**src/rtl/traffic_pkg.sv**
```systemverilog
// rtl/traffic_pkg.sv - shared types, lamp patterns and phase sequencing for the traffic controller
//
// Purpose : phase enum, 8-bit lamp vectors per phase (bit order AG AY AR AL BG BY BR BL,
//           AG in bit 7) and the fixed phase successor function.
// Ports   : none (package).
package traffic_pkg;

    typedef enum logic [2:0] {
        A_GRN  = 3'd0,
        A_YEL1 = 3'd1,
        A_LFT  = 3'd2,
        A_YEL2 = 3'd3,
        B_GRN  = 3'd4,
        B_YEL1 = 3'd5,
        B_LFT  = 3'd6,
        B_YEL2 = 3'd7
    } phase_e;

    //                                        AG AY AR AL BG BY BR BL
    localparam logic [7:0] LAMP_A_GRN  = 8'b1__0__0__0__0__0__1__0;
    localparam logic [7:0] LAMP_A_YEL1 = 8'b0__1__0__0__0__0__1__0;
    localparam logic [7:0] LAMP_A_LFT  = 8'b0__0__1__1__0__0__1__0;
    localparam logic [7:0] LAMP_A_YEL2 = 8'b0__1__0__0__0__0__1__0;
    localparam logic [7:0] LAMP_B_GRN  = 8'b0__0__1__0__1__0__0__0;
    localparam logic [7:0] LAMP_B_YEL1 = 8'b0__0__1__0__0__1__0__0;
    localparam logic [7:0] LAMP_B_LFT  = 8'b0__0__1__0__0__0__1__1;
    localparam logic [7:0] LAMP_B_YEL2 = 8'b0__0__1__0__0__1__0__0;

    // Flash mode lights only the two yellows, both driven by the blink bit.
    localparam logic [7:0] LAMP_FLASH  = 8'b0__1__0__0__0__1__0__0;

    function automatic phase_e next_phase(input phase_e p);
        phase_e n;
        case (p)
            A_GRN:   n = A_YEL1;
            A_YEL1:  n = A_LFT;
            A_LFT:   n = A_YEL2;
            A_YEL2:  n = B_GRN;
            B_GRN:   n = B_YEL1;
            B_YEL1:  n = B_LFT;
            B_LFT:   n = B_YEL2;
            default: n = A_GRN;
        endcase
        return n;
    endfunction

    function automatic logic [7:0] lamps_of(input phase_e p);
        logic [7:0] l;
        case (p)
            A_GRN:   l = LAMP_A_GRN;
            A_YEL1:  l = LAMP_A_YEL1;
            A_LFT:   l = LAMP_A_LFT;
            A_YEL2:  l = LAMP_A_YEL2;
            B_GRN:   l = LAMP_B_GRN;
            B_YEL1:  l = LAMP_B_YEL1;
            B_LFT:   l = LAMP_B_LFT;
            default: l = LAMP_B_YEL2;
        endcase
        return l;
    endfunction

endpackage

```
**src/rtl/tick_prescaler.sv**
```systemverilog
// rtl/tick_prescaler.sv - divides clk into a one-cycle tick every TICK_DIV cycles
//
// Purpose : counter runs 0..TICK_DIV-1 and asserts tick_o while it holds TICK_DIV-1.
// Ports   : clk_i   - clock, rising edge
//           rst_ni  - asynchronous active-low reset (counter to 0)
//           clr_i   - synchronous restart of the count at 0
//           tick_o  - tick strobe
module tick_prescaler #(
    parameter int TICK_DIV = 1
) (
    input  logic clk_i,
    input  logic rst_ni,
    input  logic clr_i,
    output logic tick_o
);

    localparam int W = (TICK_DIV > 1) ? $clog2(TICK_DIV) : 1;
    localparam logic [W-1:0] LAST = W'(TICK_DIV - 1);

    if (TICK_DIV < 1) begin : g_bad_div
        $error("tick_prescaler: TICK_DIV must be at least 1");
    end

    logic [W-1:0] cnt_q;
    logic [W-1:0] cnt_d;

    assign tick_o = (cnt_q == LAST);

    always_comb begin
        cnt_d = cnt_q + W'(1);
        if (clr_i || tick_o) begin
            cnt_d = '0;
        end
    end

    always_ff @(posedge clk_i or negedge rst_ni) begin
        if (!rst_ni) begin
            cnt_q <= '0;
        end else begin
            cnt_q <= cnt_d;
        end
    end

endmodule

```
**src/rtl/traffic_controller_param.sv**
```systemverilog
// rtl/traffic_controller_param.sv - parametrised two-road intersection controller with night flash
//
// Purpose : steps A_GRN..B_YEL2 with per-phase countdown, decodes lamps from the registered
//           phase, toggles a night-flash mode on each synchronised ctrl_btn rising edge.
//           Optional macro TRAFFIC_PED_REQ_EN adds ped_req, which shortens A green to PED_MIN.
// Ports   : clk        - clock, rising edge
//           reset      - asynchronous active-low reset
//           ctrl_btn   - raw flash toggle button
//           ped_req    - pedestrian request (TRAFFIC_PED_REQ_EN only)
//           countdown  - remaining ticks of current phase, 0 while flashing
//           phase      - current phase index
//           AG AY AR AL BG BY BR BL - lamp drives
module traffic_controller_param
    import traffic_pkg::*;
#(
    parameter int CNT_W    = 6,
    parameter int T_GREEN  = 30,
    parameter int T_LEFT   = 15,
    parameter int T_YELLOW = 3,
    parameter int TICK_DIV = 1,
    parameter int PED_MIN  = 5
) (
    input  logic             clk,
    input  logic             reset,
    input  logic             ctrl_btn,
`ifdef TRAFFIC_PED_REQ_EN
    input  logic             ped_req,
`endif
    output logic [CNT_W-1:0] countdown,
    output logic [2:0]       phase,
    output logic             AG,
    output logic             AY,
    output logic             AR,
    output logic             AL,
    output logic             BG,
    output logic             BY,
    output logic             BR,
    output logic             BL
);

    localparam int CNT_MAX = (1 << CNT_W) - 1;

    if (T_GREEN < 1 || T_GREEN > CNT_MAX || T_LEFT < 1 || T_LEFT > CNT_MAX ||
        T_YELLOW < 1 || T_YELLOW > CNT_MAX || TICK_DIV < 1 ||
        PED_MIN < 0 || PED_MIN > CNT_MAX) begin : g_bad_param
        $error("traffic_controller_param: parameter out of range");
    end

    function automatic logic [CNT_W-1:0] dur_of(input phase_e p);
        logic [CNT_W-1:0] d;
        case (p)
            A_GRN, B_GRN: d = CNT_W'(T_GREEN);
            A_LFT, B_LFT: d = CNT_W'(T_LEFT);
            default:      d = CNT_W'(T_YELLOW);
        endcase
        return d;
    endfunction

    phase_e           phase_q, phase_d;
    logic [CNT_W-1:0] cnt_q, cnt_d;
    logic             flash_q, flash_d;
    logic             blink_q, blink_d;
    logic             btn_s1_q, btn_s2_q, btn_s3_q;
    logic             btn_rise;
    logic             flash_enter, flash_exit;
    logic             tick;
    logic [7:0]       lamps;

    // btn_s3_q is the previous synchronised value, used only for edge detection.
    assign btn_rise    = btn_s2_q & ~btn_s3_q;
    assign flash_enter = btn_rise & ~flash_q;
    assign flash_exit  = btn_rise & flash_q;

    tick_prescaler #(
        .TICK_DIV (TICK_DIV)
    ) u_prescaler (
        .clk_i  (clk),
        .rst_ni (reset),
        .clr_i  (flash_exit),
        .tick_o (tick)
    );

`ifdef TRAFFIC_PED_REQ_EN
    logic ped_q;
    logic pend_q, pend_d;
`endif

    always_ff @(posedge clk or negedge reset) begin
        if (!reset) begin
            phase_q  <= A_GRN;
            cnt_q    <= CNT_W'(T_GREEN);
            flash_q  <= 1'b0;
            blink_q  <= 1'b0;
            btn_s1_q <= 1'b0;
            btn_s2_q <= 1'b0;
            btn_s3_q <= 1'b0;
`ifdef TRAFFIC_PED_REQ_EN
            ped_q    <= 1'b0;
            pend_q   <= 1'b0;
`endif
        end else begin
            phase_q  <= phase_d;
            cnt_q    <= cnt_d;
            flash_q  <= flash_d;
            blink_q  <= blink_d;
            btn_s1_q <= ctrl_btn;
            btn_s2_q <= btn_s1_q;
            btn_s3_q <= btn_s2_q;
`ifdef TRAFFIC_PED_REQ_EN
            ped_q    <= ped_req;
            pend_q   <= pend_d;
`endif
        end
    end

    always_comb begin
        phase_d = phase_q;
        cnt_d   = cnt_q;
        flash_d = flash_q ^ btn_rise;
        blink_d = blink_q;
        if (flash_exit) begin
            phase_d = A_GRN;
            cnt_d   = CNT_W'(T_GREEN);
            blink_d = 1'b0;
        end else if (flash_enter) begin
            // Phase and countdown freeze; yellows come on immediately.
            blink_d = 1'b1;
        end else if (flash_q) begin
            if (tick) begin
                blink_d = ~blink_q;
            end
        end else if (tick) begin
`ifdef TRAFFIC_PED_REQ_EN
            if (pend_q && (cnt_q > CNT_W'(PED_MIN))) begin
                cnt_d = CNT_W'(PED_MIN);
            end else
`endif
            if (cnt_q > CNT_W'(1)) begin
                cnt_d = cnt_q - CNT_W'(1);
            end else begin
                phase_d = next_phase(phase_q);
                cnt_d   = dur_of(phase_d);
            end
        end
    end

`ifdef TRAFFIC_PED_REQ_EN
    // Pending survives only while the controller stays in normal-mode A_GRN.
    always_comb begin
        pend_d = 1'b0;
        if (!flash_q && !btn_rise && phase_q == A_GRN && phase_d == A_GRN) begin
            pend_d = pend_q | ped_q;
        end
    end
`endif

    always_comb begin
        lamps     = lamps_of(phase_q);
        countdown = cnt_q;
        if (flash_q) begin
            lamps     = blink_q ? LAMP_FLASH : 8'h00;
            countdown = '0;
        end
    end

    assign phase = phase_q;
    assign {AG, AY, AR, AL, BG, BY, BR, BL} = lamps;

endmodule

```
**config.mk**
```make
export PLATFORM = sky130hd
export DESIGN_NAME = traffic_controller_param
export DESIGN_NICKNAME = d
export VERILOG_FILES = /design/src/rtl/traffic_pkg.sv /design/src/rtl/tick_prescaler.sv /design/src/rtl/traffic_controller_param.sv
export SDC_FILE = /design/constraint.sdc
export NUM_CORES = 1
export LEC_CHECK = 0
export ABC_AREA = 1
export CORE_MARGIN = 2
export CORE_UTILIZATION = 54
export CTS_CLUSTER_SIZE = 14
export DETAILED_ROUTE_END_ITERATION = 10
export GPL_TIMING_DRIVEN = 1
export PLACE_DENSITY = 0.83
export SLEW_MARGIN = 25
export SYNTH_ARGS = -nofsm -noshare
export SYNTH_HDL_FRONTEND = slang
export SYNTH_SLANG_ARGS = --single-unit
```
**constraint.sdc**
```tcl
create_clock -name clk -period 4.3 [get_ports clk]
set_input_delay 0.43 -clock clk [delete_from_list [all_inputs] [get_ports clk]]
set_output_delay 0.43 -clock clk [all_outputs]
set_load 0.01 [all_outputs]
```
==> results.md <==
| Parameter | Value |
|---|---|
| Max clock buf depth | 2 |
| Clock slew at the register clock pins of the worst setup and hold paths | 0.09 ns |
| Final Hold Viols | 0 |
| DIE WIDTH | 47 um |
| Slowest stage cell, crit path | clkdlybuf4s50_1 |
| Number of placed I/O pins | 20 |
| Final Cycle Share | 51.0% |
| Main area contributors after synthesis | dfrtp_1, nand2_1, dfstp_2 |
| Share of post-route cells with drive strength above 1 | 16.6% |
| Area enclosed by the die boundary | 2210 sq um |
| Slew Limit Fails | 0 |
| Clock sink total | 15 |
| Post-CTS resize count | 0 |
| Routed wire length per instance | 11.0 um |
| Final net count | 167 |
| Fillcell total | 144 |
| First-iteration detailed-routing DRC count | 21 |
| CP arrival | 1.76 ns |
| Total wirelength of the detailed-routed design | 2.01 mm |
| Core ar. | 1730 sq um |
| DRT antenna net count | 0 |
| Hold slack | 0.358 ns |
| Diode count | 0 |
| Setup TNS | 0 ns |
| Net switching fraction of the power | 45.0% |
| Leakage power summed over all cells | 0.620 nW |
| Clock root cell | clkbuf_4 |
| Clock power frac | 9.1% |
| Power per Cell Area | 708 nW/um^2 |
| Number of vias per cell after detailed routing | 4.88 |
| Share of cell area taken by muxes after synthesis | 0% |
| Setup fix buffers added after clock tree synthesis | 0 |
| Vias | 888 |
| Aggregate global-route resource usage | 21.5% |
| Die height | 47 um |
| Synthesized instance count | 134 |
| Total CTS buffers | 3 |
| Number of buffers inserted for hold repair after clock tree synthesis | 0 |
| Starting density of the core | 57.8% |
| Clock latency on the worst-skew pair | 0.28 ns |
| Simple-gate portion of the synthesized area | 36.0% |
| Setup Crit Path Kind | reg -> out |
| Setup Viol. Count Final | 0 |
| Slew at the pin closest to its max-slew limit | 0.662 ns |
| Worst Setup End Kind | output pin |
| Critical path cell sequence | inv_4, nand3_1, nor2_1, clkdlybuf4s50_1 |
| Total internal power | 0.486 mW |
| Maximum VDD drop | 0.445 mV |
| Net switching power | 0.397 mW |
| Logic pwr share | 61.0% |
| GPL Wtd Cong | 0.921 |
| Yosys warns | 0 |
| DRT Pass-1 Iters | 4 |
| MaxCap Viol Count | 0 |
| Maximum fanout along the worst path | 9 |
| Unrepaired setup endpoints after global routing | no |
| Number of distinct library cells after synthesis | 24 |
| Startpoint type of the worst setup path | register |
| Pin count of the biggest net entering global routing | 16 |
| Run status | finished, final reports clean |
| Main combinational cell family by area after synthesis | simple AND/OR/NAND/NOR gates |
| Syn nets | 143 |
| Relative slew slack | 55.7% |
| Minimum period implied by the final worst setup slack | 2.19 ns |
| Class of the worst hold path | reg -> reg |
| Grt total ovfl | 0 |
| Achievable Freq | 456 MHz |
| Count of buffers from port buffering | 19 |
| Skew final | 0.000434 ns |
| Mean instance size in the synthesized netlist | 7.45 sq um |
| Yosys reg bits | 15 |
| Remaining design rule violation count | 0 |
| Row cnt | 15 |
| Area share of xor/xnor cells in the synthesized design | 0% |
| Synth-to-Final Area Change | 24.8% |
| Synth top area share | 27.6% |
| Area of the multi-input gates | 528 sq um |
| Summed instance area of the synthesized netlist | 998 sq um |
| Via count of the first global-routing pass | 767 |
| Worst endpoint required time | 3.87 ns |
| Worst path max stage delay | 0.56 ns |
| Antenna violations before repair | 0 |
| Clock tree from TritonCTS | done |
| Area leader, netlist | dfrtp_1 |
| First-pass GRT wire length | 3.28 mm |
| Reg power frac | 29.9% |
| Detail Placement HPWL | 1.61 mm |
| Part of the Yosys area used for sequential elements | 38.1% |
| Sequential cell area in the final layout | 380 sq um |
| H-tree depth | 1 |
| Compound-cell area share of the yosys netlist | 9.02% |
| Post-Synth Adder-Cell Area | 7.52% |
-- flip-flops by register name, summed over array words and instances (netlist names) --
name	cells
cnt_q	6
btn_s1_q	1
phase	3
blink_q	1
u_prescaler.cnt_q	1
btn_s3_q	1
flash_q	1
btn_s2_q	1
-- critical path, delay by kind of cell, from the launching register on --
kind	cells	cell delay [ns]
AND/OR/NAND/NOR	2	0.26
flip-flops	1	0.51
buffers and inverters	2	0.72
-- power by group through the flow --
stage	Sequential, mW	Clock [mW]	Combinational [mW]
2_1_floorplan	0.261	0	0.329
3_3_place_gp	0.264	0	0.529
3_5_place_dp	0.268	0	0.536
4_1_cts	0.265	0.0823	0.541
5_1_grt	0.272	0.0872	0.600
6_report	0.264	0.0801	0.538
-- final cells by class --
type	instances	share of cell area, %
Sequential cell	15	30.5
Clock buffer	4	2.11
Tap cell	25	2.51
Inverter	23	7.23
Timing Repair Buffer	19	15.3
Multi-Input combinational cell	96	42.4
-- Yosys cell counts (all sizes together) --
| cell type | number |
|---|---|
| nand2 | 39 |
| inv | 21 |
| nor2 | 21 |
| dfrtp | 11 |
| o21ai | 11 |
| nand3 | 10 |
| ha | 6 |
| dfstp | 4 |
| a21oi | 3 |
| clkinv | 2 |
| nand4 | 2 |
| o22ai | 2 |
| conb | 1 |
| or2 | 1 |
-- cell usage in the layout, fill, tap and decap left out, types with 4 or more instances in the layout --
cell type        netlist  routed
dfstp_2                4       4
dfrtp_1               11      11
inv_2                  5       5
nor2_1                19      19
nand2_1               36      36
o21ai_1                7       7
inv_1                 15      15
nand3_1                7       7
clkdlybuf4s50_1        0      19
ha_1                   6       6
-- layer usage --
metal  part of all wire (%)  vias up  GRT usage, %
met1                     47      401          25.2
met3                    4.4        2          5.38
li1                       -      463             -
met4                   0.95        0          11.1
met2                     48       22          36.2
met5                      0        -             0
-- path summary, 6_finish.rpt --
path / endpoint / start / cells past startpoint / slack (ns)
setup / recovery: AL / flash_q / 4 / 2.11
hold / removal: btn_s2_q / btn_s1_q / 0 / 0.36
setup reg to reg: phase[0] / btn_s3_q / 9 / 2.70
hold reg to reg: btn_s2_q / btn_s1_q / 0 / 0.36
max in group asynchronous: cnt_q[5] / reset / 1 / 3.33
min in group asynchronous: btn_s1_q / reset / 1 / 0.55
-- cell families (layout without fill, tap and decap cells) --
family | after synthesis | after routing
flops | 15 | 15
fa+ha+maj | 6 | 6
simple gates | 73 | 73
buf+inv | 23 | 46
compound gates | 16 | 16
other cells | 1 | 1
-- per-stage QoR --
step	instance area (sq um)	worst slack, ns	power (mW)	instances	utilization (%)
3_5_place_dp	1220	2.41	0.803	178	70.7
4_1_cts	1250	2.09	0.888	182	72.2
2_1_floorplan	998	2.91	0.589	134	-
6_report	1250	2.11	0.883	182	72.2
3_3_place_gp	1220	2.46	0.794	178	70.7
5_1_grt	1250	1.95	0.959	182	72.2
No activity file was read; power rests on OpenSTA's default activity.
